--- src/rtl/uart_pkg.sv ---
// Shared definitions for the 16x-oversampled UART receiver: parity modes,
// receiver FSM state encoding and oversampling constants.
package uart_pkg;

    // Parity mode of the received frame.
    typedef enum logic [1:0] {
        PAR_NONE = 2'd0,
        PAR_EVEN = 2'd1,
        PAR_ODD  = 2'd2
    } parity_e;

    // Receiver FSM states.
    typedef enum logic [2:0] {
        ST_IDLE      = 3'd0,
        ST_START     = 3'd1,
        ST_DATA      = 3'd2,
        ST_PARITY    = 3'd3,
        ST_STOP      = 3'd4,
        ST_WAIT_HIGH = 3'd5
    } rx_state_e;

    // Ticks of mclkx16 per bit and the centre tick of a bit.
    localparam int OVERSAMPLE = 16;
    localparam int MID_TICK   = 8;
    localparam int TICK_W     = $clog2(OVERSAMPLE);

    // Majority of three samples taken around the bit centre.
    function automatic logic majority3(input logic a, input logic b, input logic c);
        return (a & b) | (a & c) | (b & c);
    endfunction

endpackage

--- src/rtl/uart_rx_fifo.sv ---
// Small synchronous FIFO for received words {data, parityerr, framingerr}.
// Only built when UART_RX_FIFO_EN is defined; a write while full is accepted
// only when a read happens in the same cycle, otherwise it is dropped.
`ifdef UART_RX_FIFO_EN
module uart_rx_fifo #(
    parameter int WIDTH = 10,
    parameter int DEPTH = 4
) (
    input  logic             clk_i,
    input  logic             rst_b_i,
    input  logic             push_i,
    input  logic [WIDTH-1:0] wdata_i,
    input  logic             pop_i,
    output logic [WIDTH-1:0] rdata_o,
    output logic             empty_o,
    output logic             full_o
);

    localparam int AW = $clog2(DEPTH);

    logic [WIDTH-1:0] mem_q [DEPTH];
    logic [AW:0]      wr_ptr_q;
    logic [AW:0]      rd_ptr_q;
    logic             wr_en;
    logic             rd_en;

    assign empty_o = (wr_ptr_q == rd_ptr_q);
    assign full_o  = (wr_ptr_q[AW] != rd_ptr_q[AW]) &&
                     (wr_ptr_q[AW-1:0] == rd_ptr_q[AW-1:0]);
    assign rd_en   = pop_i & ~empty_o;
    assign wr_en   = push_i & (~full_o | pop_i);
    assign rdata_o = mem_q[rd_ptr_q[AW-1:0]];

    // Pointer update; the extra MSB tells full from empty.
    always_ff @(posedge clk_i or negedge rst_b_i) begin
        if (!rst_b_i) begin
            wr_ptr_q <= '0;
            rd_ptr_q <= '0;
        end else begin
            if (wr_en) wr_ptr_q <= wr_ptr_q + (AW+1)'(1);
            if (rd_en) rd_ptr_q <= rd_ptr_q + (AW+1)'(1);
        end
    end

    // Storage write; contents need no reset since the pointers define validity.
    always_ff @(posedge clk_i) begin
        if (wr_en) mem_q[wr_ptr_q[AW-1:0]] <= wdata_i;
    end

endmodule
`endif

--- src/rtl/uart_rx_gen2.sv ---
// UART receiver, 16x oversampled, with 7/8/9 majority sampling.
// Optional feature: define UART_RX_FIFO_EN to replace the single holding
// register with a FIFO_DEPTH-entry receive FIFO (uart_rx_fifo).
module uart_rx_gen2
    import uart_pkg::*;
#(
    parameter int      DATA_BITS  = 8,
    parameter parity_e PARITY     = PAR_NONE,
    parameter int      STOP_BITS  = 1,
    parameter int      FIFO_DEPTH = 4
) (
    input  logic                 mclkx16,
    input  logic                 reset,
    input  logic                 read,
    input  logic                 rx,
    output logic [DATA_BITS-1:0] dataout,
    output logic                 rxrdy,
    output logic                 parityerr,
    output logic                 framingerr,
    output logic                 overrun
);

    localparam logic [TICK_W-1:0] TICK_FIRST  = TICK_W'(MID_TICK - 1);
    localparam logic [TICK_W-1:0] TICK_MID    = TICK_W'(MID_TICK);
    localparam logic [TICK_W-1:0] TICK_DECIDE = TICK_W'(MID_TICK + 1);
    localparam logic [2:0]        LAST_DATA   = 3'(DATA_BITS - 1);
    localparam logic [2:0]        LAST_STOP   = 3'(STOP_BITS - 1);
    localparam logic              ODD_PARITY  = (PARITY == PAR_ODD);

    logic                 rx_meta_q, rx_sync_q;
    rx_state_e            state_q, state_d;
    logic [TICK_W-1:0]    tick_q, tick_d;
    logic [2:0]           bit_q, bit_d;
    logic [1:0]           samp_q, samp_d;
    logic [DATA_BITS-1:0] shift_q, shift_d;
    logic                 perr_q, perr_d;
    logic                 ferr_q, ferr_d;
    logic                 deliver_q, deliver_d;
    logic                 decide;
    logic                 maj;
    logic                 overrun_q;

    assign decide = (tick_q == TICK_DECIDE);
    assign maj    = majority3(samp_q[0], samp_q[1], rx_sync_q);

    // Two-flop synchroniser; resets to the idle (high) line level.
    always_ff @(posedge mclkx16 or negedge reset) begin
        if (!reset) begin
            rx_meta_q <= 1'b1;
            rx_sync_q <= 1'b1;
        end else begin
            rx_meta_q <= rx;
            rx_sync_q <= rx_meta_q;
        end
    end

    // Next-state logic. Every bit is resolved at tick 9 of its 16-tick cell;
    // the tick counter free-runs across bits so cells stay exactly 16 long.
    always_comb begin
        state_d   = state_q;
        tick_d    = tick_q + TICK_W'(1);
        bit_d     = bit_q;
        shift_d   = shift_q;
        perr_d    = perr_q;
        ferr_d    = ferr_q;
        deliver_d = 1'b0;
        samp_d    = samp_q;
        if (tick_q == TICK_FIRST) samp_d[0] = rx_sync_q;
        if (tick_q == TICK_MID)   samp_d[1] = rx_sync_q;

        case (state_q)
            ST_IDLE: begin
                tick_d = '0;
                if (!rx_sync_q) begin
                    state_d = ST_START;
                    bit_d   = '0;
                    perr_d  = 1'b0;
                    ferr_d  = 1'b0;
                end
            end
            ST_START: begin
                if (decide) begin
                    bit_d   = '0;
                    state_d = maj ? ST_IDLE : ST_DATA;
                end
            end
            ST_DATA: begin
                if (decide) begin
                    shift_d = {maj, shift_q[DATA_BITS-1:1]};
                    if (bit_q == LAST_DATA) begin
                        bit_d   = '0;
                        state_d = (PARITY == PAR_NONE) ? ST_STOP : ST_PARITY;
                    end else begin
                        bit_d = bit_q + 3'd1;
                    end
                end
            end
            ST_PARITY: begin
                if (decide) begin
                    perr_d  = ((^shift_q) ^ maj) != ODD_PARITY;
                    state_d = ST_STOP;
                end
            end
            ST_STOP: begin
                if (decide) begin
                    if (!maj) ferr_d = 1'b1;
                    if (bit_q == LAST_STOP) begin
                        bit_d     = '0;
                        deliver_d = 1'b1;
                        state_d   = ferr_d ? ST_WAIT_HIGH : ST_IDLE;
                    end else begin
                        bit_d = bit_q + 3'd1;
                    end
                end
            end
            ST_WAIT_HIGH: begin
                tick_d = '0;
                if (rx_sync_q) state_d = ST_IDLE;
            end
            default: begin
                state_d = ST_IDLE;
                tick_d  = '0;
            end
        endcase
    end

    // FSM, counters and frame accumulation registers.
    always_ff @(posedge mclkx16 or negedge reset) begin
        if (!reset) begin
            state_q   <= ST_IDLE;
            tick_q    <= '0;
            bit_q     <= '0;
            samp_q    <= '0;
            shift_q   <= '0;
            perr_q    <= 1'b0;
            ferr_q    <= 1'b0;
            deliver_q <= 1'b0;
        end else begin
            state_q   <= state_d;
            tick_q    <= tick_d;
            bit_q     <= bit_d;
            samp_q    <= samp_d;
            shift_q   <= shift_d;
            perr_q    <= perr_d;
            ferr_q    <= ferr_d;
            deliver_q <= deliver_d;
        end
    end

    assign overrun = overrun_q;

`ifdef UART_RX_FIFO_EN
    localparam int ENTRY_W = DATA_BITS + 2;

    logic [ENTRY_W-1:0] head;
    logic               empty;
    logic               full;
    logic               pop;

    assign pop = read & ~empty;

    uart_rx_fifo #(
        .WIDTH (ENTRY_W),
        .DEPTH (FIFO_DEPTH)
    ) u_fifo (
        .clk_i   (mclkx16),
        .rst_b_i (reset),
        .push_i  (deliver_q),
        .wdata_i ({shift_q, perr_q, ferr_q}),
        .pop_i   (pop),
        .rdata_o (head),
        .empty_o (empty),
        .full_o  (full)
    );

    assign rxrdy      = ~empty;
    assign dataout    = empty ? '0 : head[ENTRY_W-1:2];
    assign parityerr  = empty ? 1'b0 : head[1];
    assign framingerr = empty ? 1'b0 : head[0];

    // Sticky overrun: set by a dropped push, cleared by the next pop.
    always_ff @(posedge mclkx16 or negedge reset) begin
        if (!reset) begin
            overrun_q <= 1'b0;
        end else if (pop) begin
            overrun_q <= 1'b0;
        end else if (deliver_q && full) begin
            overrun_q <= 1'b1;
        end
    end
`else
    logic [DATA_BITS-1:0] hold_data_q;
    logic                 hold_perr_q;
    logic                 hold_ferr_q;
    logic                 rxrdy_q;
    logic                 unused_fifo_depth;

    assign unused_fifo_depth = |FIFO_DEPTH;

    assign rxrdy      = rxrdy_q;
    assign dataout    = hold_data_q;
    assign parityerr  = hold_perr_q;
    assign framingerr = hold_ferr_q;

    // Holding register: load on delivery when free or being read, clear on
    // read so outputs are zero whenever no word is presented.
    always_ff @(posedge mclkx16 or negedge reset) begin
        if (!reset) begin
            hold_data_q <= '0;
            hold_perr_q <= 1'b0;
            hold_ferr_q <= 1'b0;
            rxrdy_q     <= 1'b0;
            overrun_q   <= 1'b0;
        end else begin
            if (deliver_q && (!rxrdy_q || read)) begin
                hold_data_q <= shift_q;
                hold_perr_q <= perr_q;
                hold_ferr_q <= ferr_q;
                rxrdy_q     <= 1'b1;
            end else if (read && rxrdy_q) begin
                hold_data_q <= '0;
                hold_perr_q <= 1'b0;
                hold_ferr_q <= 1'b0;
                rxrdy_q     <= 1'b0;
            end
            if (read && rxrdy_q) begin
                overrun_q <= 1'b0;
            end else if (deliver_q && rxrdy_q) begin
                overrun_q <= 1'b1;
            end
        end
    end
`endif

endmodule

--- config.mk ---
export PLATFORM = sky130hd
export DESIGN_NAME = uart_rx_gen2
export DESIGN_NICKNAME = d
export VERILOG_FILES = /design/src/rtl/uart_pkg.sv /design/src/rtl/uart_rx_fifo.sv /design/src/rtl/uart_rx_gen2.sv
export SDC_FILE = /design/constraint.sdc
export NUM_CORES = 1
export LEC_CHECK = 0
export ABC_CLOCK_PERIOD_IN_PS = 1600
export CAP_MARGIN = 25
export CORE_ASPECT_RATIO = 0.7
export CORE_UTILIZATION = 50
export DETAILED_ROUTE_END_ITERATION = 8
export PLACE_DENSITY = 0.73
export SLEW_MARGIN = 0
export SYNTH_ARGS = -nofsm -noshare
export SYNTH_HDL_FRONTEND = slang
export SYNTH_SLANG_ARGS = --single-unit
--- constraint.sdc ---
create_clock -name mclkx16 -period 1.6 [get_ports mclkx16]
set_input_delay 0.32 -clock mclkx16 [delete_from_list [all_inputs] [get_ports mclkx16]]
set_output_delay 0.32 -clock mclkx16 [all_outputs]
set_load 0.01 [all_outputs]
Yosys cells after proc, flatten, opt, wreduce, memory -nomap -nowiden
Index checks and enable logic that the tools add are counted.
Operators by class
  $add $sub $neg: 2
  $mul: 0
  div/mod/pow operators: 0
  order comparisons: 0
  eq/ne operators: 17
  shifts and indexed selects: 0
  muxes and demuxes: 38
  bitwise gates (word level): 6
  reduce and logical (&&, ||, !) cells: 19
Operators with widths (number)
  3-bit two-way mux: 15
  3-bit one-hot mux with 6 select lines: 1
  8-bit two-way mux: 2
  2-bit inequality test (second input constant): 8
  1-bit two-way mux: 15
  3-bit one-hot mux with 4 select lines: 1
  3-bit == test (second input constant): 3
  4-bit == test (second input constant): 2
  8-bit AND reduction: 1
  2-bit nonzero test: 4
  8-bit XOR reduction: 1
  3-bit by 2-bit == test with 1-bit output (second input constant): 2
  3-bit zero test: 2
  3-bit AND reduction: 2
  5-bit AND reduction: 1
  4-bit by 1-bit adder with 4-bit output (second input constant): 1
  4-bit by 3-bit == test with 1-bit output (second input constant): 1
  4-bit two-way mux: 1
  1-bit one-hot mux with 2 select lines: 2
  4-bit nonzero test: 1
  4-bit OR reduction: 1
  3-bit by 1-bit adder with 3-bit output (second input constant): 1
  1-bit AND: 3
  3-bit by 1-bit == test with 1-bit output (second input constant): 1
  other kinds (7): 10
Word-level totals
  register bits: 37
  bits in latches: 0
  bits in writable memories: 0
  ROM bits: 0
  logic and storage cells: 98
  memories kept: 0

Longest topological paths before layout
  word-level depth: 10
  gate-level depth with buffers: 6
  gate-level depth less buffers: 6

Least setup slack after synthesis
Ideal clock, no wire load.
  kind: flip-flop to flip-flop
  start point: register tick_q[0]
  end point: register state_q[0]
  library setup time: 128 ps
  arrival time: 1566 ps
  data required time: 1472 ps
  slack: -93 ps
  stages on the path, launching flop included: 6
  path buffers: 0
  clock period less this slack: 1693 ps
  path through: dfrtp_1 > ha_1 > and4bb_4 > a2111oi_4 > a211oi_2 > mux2_1
On the way
  longest elaborated chain between the ends: 3
  elaborated cells on any way between the ends: 6
RTL lines
  start: declaration: line uart_rx_gen2.sv:32  | logic [TICK_W-1:0] tick_q, tick_d;
  start signal: assignment: line uart_rx_gen2.sv:140  | tick_q <= tick_d;
  4-bit == test (*): line uart_rx_gen2.sv:43  | assign decide = (tick_q == TICK_DECIDE);
  2-bit inequality test (no source line)
  8-bit AND reduction (no source line) (*)
  end signal: assignment: line uart_rx_gen2.sv:139  | state_q <= state_d;
  end: declaration: line uart_rx_gen2.sv:31  | rx_state_e state_q, state_d;
Every way passes the cells marked *; elsewhere a longest branch is shown, timed or not.
A chain may end at the register's enable or synchronous reset.

Worst setup path in the final report
Ends and elaborated chain as after synthesis.

==> flow_summary.toml <==
[yosys]
ys_seq_elements = 37
synth.cells.most_frequent = "dfrtp_1 (35), o21ai_0 (14), mux2i_1 (12)"
yosysUniqueCellTypes = 46
yosysTopAreaCellShare_pct = 44.33
synthArstFlopShare_pct = 100.0
syn_area_per_cell_um2 = 11.69
yosys_warnings = 0
synth_nets = 179
yosysMostFrequentCell = "dfrtp_1"
postSynthCellCount = 169
seq_area_frac_synth_pct = 46.99
synth_edf_count = 0
syn_area_um2 = 1976
ys.flop_type = "dfrtp_1"
synth_largest_area_cell = "dfrtp_1"
synth_area_leaders = "dfrtp_1 (44%), mux2i_1 (6.1%), mux2_4 (6.1%)"

[die]
rows = 18
core-area_um2 = 3649
ios = 16
die_y_um = 54.59
die_w_um = 77.13
die_area_um2 = 4211
start_util_pct = 54.15

[critical_path]
required_ns = 1.78
path_class = "reg2reg"
cp_data_arrival_time_ns = 1.84
crit_path_end_kind = "register"
r2r_start = "tick_q[0]"
crit_path_start_kind = "register"
cp_max_fo = 4
critPathLaunch = "tick_q[0]"
ff2ff_path_depth = 5

[power_and_ir_drop]
p_leak_uw = 0.001088
power.internal_uw = 2105
combPwrFrac_pct = 40.7
switchingPower_uw = 1052
vdd_drop_max_mv = 0.9580
power.total_uw = 3156
powerDensity_nw_per_um2 = 1241
clkPwrFrac_pct = 21.3
p_sw_share_pct = 33.32
p_seq_share_pct = 37.9

[detailed_routing]
drc = 0
drt-initial-drc-count = 77
drt-vias-per-instance = 5.701
vias = 1488
firstDrtPassIters = 4
routed_wl_um = 4144
routedWlPerCell_um = 15.88
ant_nets = 0

[flow_run]
drv_cap = 0

[sta]
rsz0062_at_grt = "yes"
setup_ws_ns = -0.06442
relSlewSlack_pct = 48.67
tightestPinTransition_ns = 0.7683
fin_crit_sh_pct = 104.0
clock_skew_ns = 0.003212
holdWs_ns = 0.3585
slew_viol_final = 0
fmax_mhz = 600.8
tns_ns = -0.2388
fin_crit_ns = 1.664
finalHoldViolCount = 0
setup_viol = 10

[grt]
grt_first_pass_wirelength_um = 6720
grtUsageMet2_pct = 36.87
antenna_found_initial = 0
grtUsageMet1_pct = 28.60
grt-ovfl-total = 0
grt_pass1_vias = 1384
grt_max_degree = 38
top_usage_layer = "met2"
grt_usage_pct = 21.99
globalRouteMet3Util_pct = 4.500

[finish]
antenna_cells = 0
area_growth_pct = 28.69
final_net_count = 220
drive_gt1_share_pct = 30.81
final_util_pct = 69.68

[min_path]
hold_class = "reg2reg"
whs_path_depth = 0
hold_start = "rx_meta_q"

[outcome]
status = "finished, violations left"
violations = "negative setup slack"

[clock_tree]
htreeDepth = 2
insertion_delay_ns = 0.29
clk_pin_slew_worst_paths_ns = 0.07
numCtsBuffers = 5
hold_buffers = 0
tritoncts = "yes"
clock_sinks = 37
clockRootBuffer = "clkbuf_8"
clockBufferDepth = 2

[placed_design]
place_congestion = 0.7812
io_buffer_count = 15
dp_hpwl_um = 2853
## sequential cells by signal (all words and copies together) (netlist names)
| register | flops |
|---|---|
| parityerr | 1 |
| state_q | 3 |
| perr_q | 1 |
| tick_q | 4 |
| samp_q | 2 |
| rx_meta_q | 1 |
| shift_q | 8 |
| bit_q | 3 |
| framingerr | 1 |
| dataout | 8 |
| deliver_q | 1 |
| ferr_q | 1 |
| rxrdy | 1 |
| overrun | 1 |
| rx_sync_q | 1 |
## power groups by stage
stage | Clock (µW) | Combinational, µW | Sequential, µW
after global routing | 711 | 1390 | 1220
after floorplan | 0 | 663 | 1210
after global placement | 0 | 1070 | 1190
final | 673 | 1290 | 1200
after detailed placement | 0 | 1100 | 1200
after CTS | 677 | 1140 | 1190
## what timing repair did
item,4_1_cts,5_1_grt
pin swaps,3,4
hold endpoints to repair,0,0
endpoints found under the setup margin,10,13
resized for setup,5,12
setup buffers,0,5
## placed cells by master (no fill, tap or decap), types with 5 or more instances in the layout
cell,Yosys,routed
nor2_1,8,8
xnor2_1,7,5
o21ai_0,14,13
dfrtp_1,35,32
inv_1,8,6
mux2_4,8,10
clkdlybuf4s50_1,0,15
a22oi_1,10,10
buf_4,0,23
clkbuf_8,0,6
a21oi_1,5,5
mux2i_1,12,12
## final cells by class
cell class	count	area [µm²]
clock buffers	8	90.09
fillers	263	1106
inverters	8	30.03
multi-input cells	116	1033
flip-flops and latches	37	932.1
well taps	50	62.56
repair buffers	42	394.1
## critical path: stages, from the launching register on
cell and delay (ns):
dfrtp_1 0.41, ha_4 0.18, and4bb_4 0.22, a2111oi_4 0.36
a211oi_4 0.08, mux2_4 0.31
## kinds of logic after synthesis
family	Yosys count	share of synthesized area [%]
buf+inv	16	3.609
simple gates	34	10.26
compound gates	41	15.20
mux	24	14.44
fa+ha+maj	7	4.370
xor+xnor	10	5.130
flops	37	46.99
## path summary, 6_finish.rpt
| kind | endpoint | slack [ns] |
|---|---|---|
| max | state_q[0] | -0.06 |
| min | rx_sync_q | 0.36 |
| min reg2reg | rx_sync_q | 0.36 |
| max reg2reg | state_q[0] | -0.06 |
| min in group asynchronous | dataout[5] | 0.40 |
| max in group asynchronous | rx_sync_q | 0.96 |
## metal layers
layer | routed length [µm] | part of all wire [%] | up-vias
met5 | 0 | 0 | -
met4 | 61 | 1.5 | 0
met3 | 162 | 3.9 | 7
met2 | 1868 | 45 | 35
met1 | 2052 | 50 | 752
li1 | - | - | 694
## stage by stage
| step | worst slack, ns | cells | instance area, µm² |
|---|---|---|---|
| after detailed placement | -0.1649 | 248 | 2352 |
| after global routing | -0.1204 | 261 | 2542 |
| after global placement | -0.1255 | 248 | 2352 |
| after CTS | -0.09710 | 256 | 2464 |
| after floorplan | -0.04510 | 169 | 1978 |
| final | -0.06442 | 261 | 2542 |
No activity file was read; power rests on OpenSTA's default activity.
